File: src/rtl/byte_serializer.sv
// rtl/byte_serializer.sv - 32-bit word to byte stream serializer with valid/ready handshakes
// Zero-bubble back-to-back words: the last byte cycle can accept the next word.
module byte_serializer #(
  parameter bit MSB_FIRST = 1'b1
) (
  input  logic        clk,
  input  logic        reset,
  input  logic [31:0] in_data,
  input  logic        in_valid,
  output logic        in_ready,
  output logic [7:0]  out_data,
  output logic        out_valid,
  input  logic        out_ready,
  output logic        out_last,
  output logic [7:0]  words_sent
);
  typedef enum logic {IDLE = 1'b0, SEND = 1'b1} state_t;

  state_t      state_q, state_d;
  logic [31:0] word_q, word_d;
  logic [1:0]  idx_q, idx_d;
  logic [7:0]  words_sent_q, words_sent_d;
  logic [1:0]  byte_sel;
  logic [7:0]  lane;
  logic        in_xfer, out_xfer;

  always_ff @(posedge clk or posedge reset) begin
    if (reset) begin
      state_q      <= IDLE;
      word_q       <= 32'h0;
      idx_q        <= 2'd0;
      words_sent_q <= 8'h00;
    end else begin
      state_q      <= state_d;
      word_q       <= word_d;
      idx_q        <= idx_d;
      words_sent_q <= words_sent_d;
    end
  end

  always_comb begin
    // Byte 0 is the top lane when MSB_FIRST, the bottom lane otherwise.
    byte_sel = MSB_FIRST ? (2'd3 - idx_q) : idx_q;
    case (byte_sel)
      2'd0:    lane = word_q[7:0];
      2'd1:    lane = word_q[15:8];
      2'd2:    lane = word_q[23:16];
      default: lane = word_q[31:24];
    endcase

    out_valid  = (state_q == SEND);
    out_last   = out_valid && (idx_q == 2'd3);
    out_data   = out_valid ? lane : 8'h00;
    in_ready   = !reset && ((state_q == IDLE) || (out_last && out_ready));
    words_sent = words_sent_q;

    in_xfer  = in_valid && in_ready;
    out_xfer = out_valid && out_ready;

    state_d      = state_q;
    word_d       = word_q;
    idx_d        = idx_q;
    words_sent_d = words_sent_q;

    case (state_q)
      IDLE: begin
        if (in_xfer) begin
          word_d  = in_data;
          idx_d   = 2'd0;
          state_d = SEND;
        end
      end
      default: begin
        if (out_xfer) begin
          if (idx_q == 2'd3) begin
            words_sent_d = words_sent_q + 8'd1;
            if (in_xfer) begin
              word_d = in_data;
              idx_d  = 2'd0;
            end else begin
              state_d = IDLE;
            end
          end else begin
            idx_d = idx_q + 2'd1;
          end
        end
      end
    endcase
  end
endmodule

File: config.mk
export PLATFORM = sky130hd
export DESIGN_NAME = byte_serializer
export DESIGN_NICKNAME = d
export VERILOG_FILES = /design/src/rtl/byte_serializer.sv
export SDC_FILE = /design/constraint.sdc
export NUM_CORES = 1
export LEC_CHECK = 0
export BUFFER_PORTS_ARGS = -buffer_cell sky130_fd_sc_hd__buf_4
export CAP_MARGIN = 20
export CORE_ASPECT_RATIO = 0.75
export CORE_MARGIN = 1.5
export CORE_UTILIZATION = 50
export CTS_BUF_LIST = sky130_fd_sc_hd__clkbuf_4 sky130_fd_sc_hd__clkbuf_8
export CTS_CLUSTER_DIAMETER = 120
export DETAILED_ROUTE_END_ITERATION = 12
export PLACE_DENSITY = 0.77
export SKIP_LAST_GASP = 1
export SLEW_MARGIN = 10
export SYNTH_ARGS = -nofsm -noshare
export SYNTH_HDL_FRONTEND = slang
export SYNTH_SLANG_ARGS = --single-unit
File: constraint.sdc
create_clock -name clk -period 4.1 [get_ports clk]
set_input_delay 0.615 -clock clk [delete_from_list [all_inputs] [get_ports clk]]
set_output_delay 0.615 -clock clk [all_outputs]
set_load 0.02 [all_outputs]
-- Word level (Yosys, flattened, before mapping)
Index checks and enable logic that the tools add are counted.
- $add $sub $neg: 3
- equal/unequal tests: 5
- mux-type cells: 14
- bitwise logic cells: 1
- reduce and logical (&&, ||, !) cells: 10
- operators by type and width (operator ; number):
    32-bit two-way mux ; 4
    8-bit one-hot mux with 3 select lines ; 1
    8-bit by 1-bit adder with 8-bit output, second input constant ; 1
    2-bit two-way mux ; 4
    8-bit two-way mux ; 1
    1-bit logical AND ; 5
    2-bit == test, second input constant ; 2
    1-bit two-way mux ; 4
    2-bit by 1-bit != test with 1-bit output, second input constant ; 2
    3-bit AND reduction ; 1
    2-bit by 1-bit adder with 2-bit output, second input constant ; 1
    2-bit by 1-bit == test with 1-bit output, second input constant ; 1
    2-bit logical NOT ; 1
    2-bit AND reduction ; 1
    2-bit subtractor, first input constant ; 1
    1-bit logical NOT ; 1
    1-bit logical OR ; 1
    1-bit NOT ; 1
- register bits after elaboration: 43
- bits of input ports: 36
- output and inout bits: 19
- logic and storage cells: 37

-- Logic depth before layout (Yosys ltp)
- depth after elaboration: 10
- mapped depth: 6
- mapped depth without buffers: 5

-- Worst setup path before layout
Ideal clock, no wire load.
- kind: register to output
- start point: register idx_q[0]
- end point: output out_data[6]
- arrival time: 1.488 ns
- required time: 3.485 ns
- path slack: 1.997 ns
- stages on the path, launching flop included: 7
- path buffers: 1
- cells stage by stage: dfrtp_1 -> inv_1 -> ha_1 -> inv_1 -> clkbuf_1 -> o21ai_0 -> a21oi_1
- word-level cells in the longest chain between the ends: 4
- elaborated cells on any way between the ends: 6
- ends and longest elaborated chain (what ; line ; source):
    from (decl) ; 21 ; logic [1:0] idx_q, idx_d;
    from (signal assigned) ; 36 ; idx_q <= idx_d;
    2-bit subtractor (*) ; 43 ; byte_sel = MSB_FIRST ? (2'd3 - idx_q) : idx_q;
    2-bit == test, or another cell as far along ; 44 ; case (byte_sel)
    8-bit one-hot mux with 3 select lines (*) ; 44 ;
    8-bit two-way mux (*) ; 53 ; out_data = out_valid ? lane : 8'h00;
    to (decl) ; 11 ; output logic [7:0] out_data,
Every way passes the cells marked *; elsewhere a longest branch is shown, timed or not.

-- Final worst setup path
- start point: register idx_q[1]
- end point: output out_data[2]
The elaborated chain is that of the path after synthesis.

==> run metrics <==
Hold WC Path Type=primary input to asynchronous set/reset pin; post-route setup TNS=0 ps; syn avg cell area=roughly 13 um2; hold_buf cts=0; initial antenna violation count=0; routed via count=~1400; WL final=roughly 4000 um; sequential fraction of the synthesis area=0.554; first-pass GRT wire length=around 6700 um; DRT iter0 DRCs=roughly 140; max-slew violations=0; Syn Nets=between 150 and 200; CTS Root Cell=clkbuf_8; worst r2r src=idx_q[1]; Startpoint Class=register; Final Setup Violations=0; pwr dens=743 mW/mm2; CP required=3480 ps; Pre-Repair DR Iteration Count=4; ant diodes=0; CTS tree=done; CP peak stage delay=just under 500 ps; vias in the first global route=1452; YS warnings=0; internal power=1190 uW; commonest non-fill, non-tap cell in the layout=buf_4; MaxCap Viol Count=0; Gate Count Post-Synth=148; Psw=roughly 680 uW; die area=roughly 0.0043 mm2; buffer and inverter count on the worst path=1; CP top delay family=compound AO/OA/AOI/OAI gates; Reg2Reg Setup Slack=roughly 1900 ps; critical path depth=4; Max Clk Rate=396 MHz; Worst Max-Slew Pin Slew=~580 ps; I/O pin cnt=between 50 and 60; vias per cell=about 5.4; dpl hpwl=approximately 2900 um; kind of critical path=register to output port; final core occ=0.683; largest net degree at the start of global routing=36; clock-pin slew on the worst setup and hold paths=~80 ps; Port Buffers=54; Critical Path Source=idx_q[1]; initial core utilization=0.527; relative slew slack=0.610; Clock Path Buffers=2; CP Max Fanout=11; clock skew=around 9.5 ps; Clock power frac=0.176; slowest CP cell=a222oi_1; share of cells above drive strength 1=0.488; Final Hold Fails=0; Rows=19; Core Area=0.00368 mm2; cts repair resizes=0; share of the synthesized area in the top cell type=0.554; Yosys reg bits=43; Crit path arrival time=about 1900 ps; worst-skew pair later-pin latency=roughly 290 ps; CP Capture Point=out_data[2]; outcome=finished clean; worst reg2reg endpoint=word_q[2]; Post-layout nets=245; min Tclk post-route=around 2500 ps; GP Congestion=approximately 0.79; most frequent cells in the layout=buf_4 (56), dfrtp_1 (43), mux2_2 (32); CP endpoint kind=output port; part of the power in registers=0.405; top cells by area, synth=dfrtp_1 (55%), mux2_2 (19%), a222oi_1 (4.1%), ha_1 (3.2%), a21oi_1 (2.1%); Cell Area, Synth=0.00194 mm2; chip width=~75 um; switching share of power=0.363; RSZ-0062 raised after global routing=false; Antenna Nets Post-Route=0; CTS buffer count=5; CTS Sinks=43; GRT Total Usage=0.211; area leader, netlist=dfrtp_1; Netlist cell types=25; static leakage=between 0.001 and 0.0015 uW; routed len/inst=~16 um; final worst-path cycle share=0.615; Area Overhead vs Synth=29.5%; die height=between 50 and 60 um; cells on worst reg2reg path=5; critical-path cell list=ha_1, a222oi_1, a21oi_1, buf_4; global route overflow=0; setup bufs post-CTS=0; DRC viols=0; Combinational Power Share=0.420; Max VDD drop=just under 400 uV; H-tree Lvls=2
cell families (layout without fill, tap and decap cells):
group                      count (synthesis)  count (layout)  share of synthesized area
and+or+nand+nor                           22              22                     0.0638
muxes                                     33              33                      0.191
buffers and inverters                     12              69                     0.0348
adders and majority gates                  5               5                     0.0322
DFF                                       43              43                      0.554
AOI/OAI and AO/OA                         25              25                     0.0883
xor gates and xnor gates                   8               8                     0.0361
cells in the mapped netlist:
| cell type | number |
|---|---|
| ha_1 | 5 |
| a21boi_2 | 1 |
| o21ai_0 | 8 |
| nand3b_1 | 1 |
| buf_1 | 1 |
| inv_1 | 4 |
| a222oi_1 | 8 |
| dfrtp_1 | 43 |
| nand4_1 | 2 |
| nor3_1 | 2 |
| nand2_1 | 6 |
| xnor2_1 | 4 |
| mux2_2 | 32 |
| xor2_1 | 4 |
| and4_1 | 1 |
| clkbuf_1 | 4 |
| buf_6 | 3 |
| nor4_1 | 1 |
| and2_1 | 1 |
| mux2i_1 | 1 |
| nor3b_4 | 1 |
| a21oi_1 | 8 |
| or2_2 | 1 |
| nand3_1 | 2 |
| nor2_1 | 4 |
per-stage QoR:
stage / total power (uW) / instances / hold WS [ps] / setup slack (ps) / area (um2)
detailed placement: 1550 / 248 / 466 / 1920 / 2370
finish: 1870 / 257 / 335 / 1580 / 2510
CTS: 1870 / 256 / 478 / 1610 / 2490
global route: 1990 / 257 / 353 / 1500 / 2510
global placement: 1510 / 248 / 459 / 1970 / 2370
floorplan: 1260 / 148 / 475 / 2000 / 1940
power by group through the flow:
stage	Sequential, uW	Clock, uW	Combinational [uW]
2_1_floorplan	730	0	530
3_3_place_gp	756	0	756
3_5_place_dp	762	0	783
4_1_cts	754	332	787
5_1_grt	782	355	849
6_report	756	328	784
worst min path at each step:
stage                        startpoint            end  slack, ps  cells after the start
final                             reset  words_sent[3]        330                      2
after global routing              reset  words_sent[3]        350                      2
after CTS                 words_sent[7]  words_sent[7]        480                      1
after detailed placement  words_sent[7]  words_sent[7]        470                      1
after global placement    words_sent[7]  words_sent[7]        460                      1
after floorplan              word_q[24]     word_q[24]        480                      1
layout make-up:
cell class	instances	area (um2)
tap	52	65.1
timing repair buffer	57	448
clock inverter	3	43.8
fill	284	1170
multi-input combinational	93	798
clock buffer	5	68.8
sequential	43	1080
inverter	4	15.0
registers in the layout (all words and copies together), names as in the netlist:
register and cells:
out_valid 1, word_q 32, idx_q 2, words_sent 8
metal layers:
layer  vias to the layer above  share of wire  wire, um  global-route usage
met5                         -              0         0                   0
met4                         0          0.019        78              0.0857
met3                         9          0.064       261              0.0583
met2                        46           0.47      1910               0.325
met1                       693           0.45      1840               0.284
li1                        649              -         -                   -
Power figures use the tool's default switching activity.
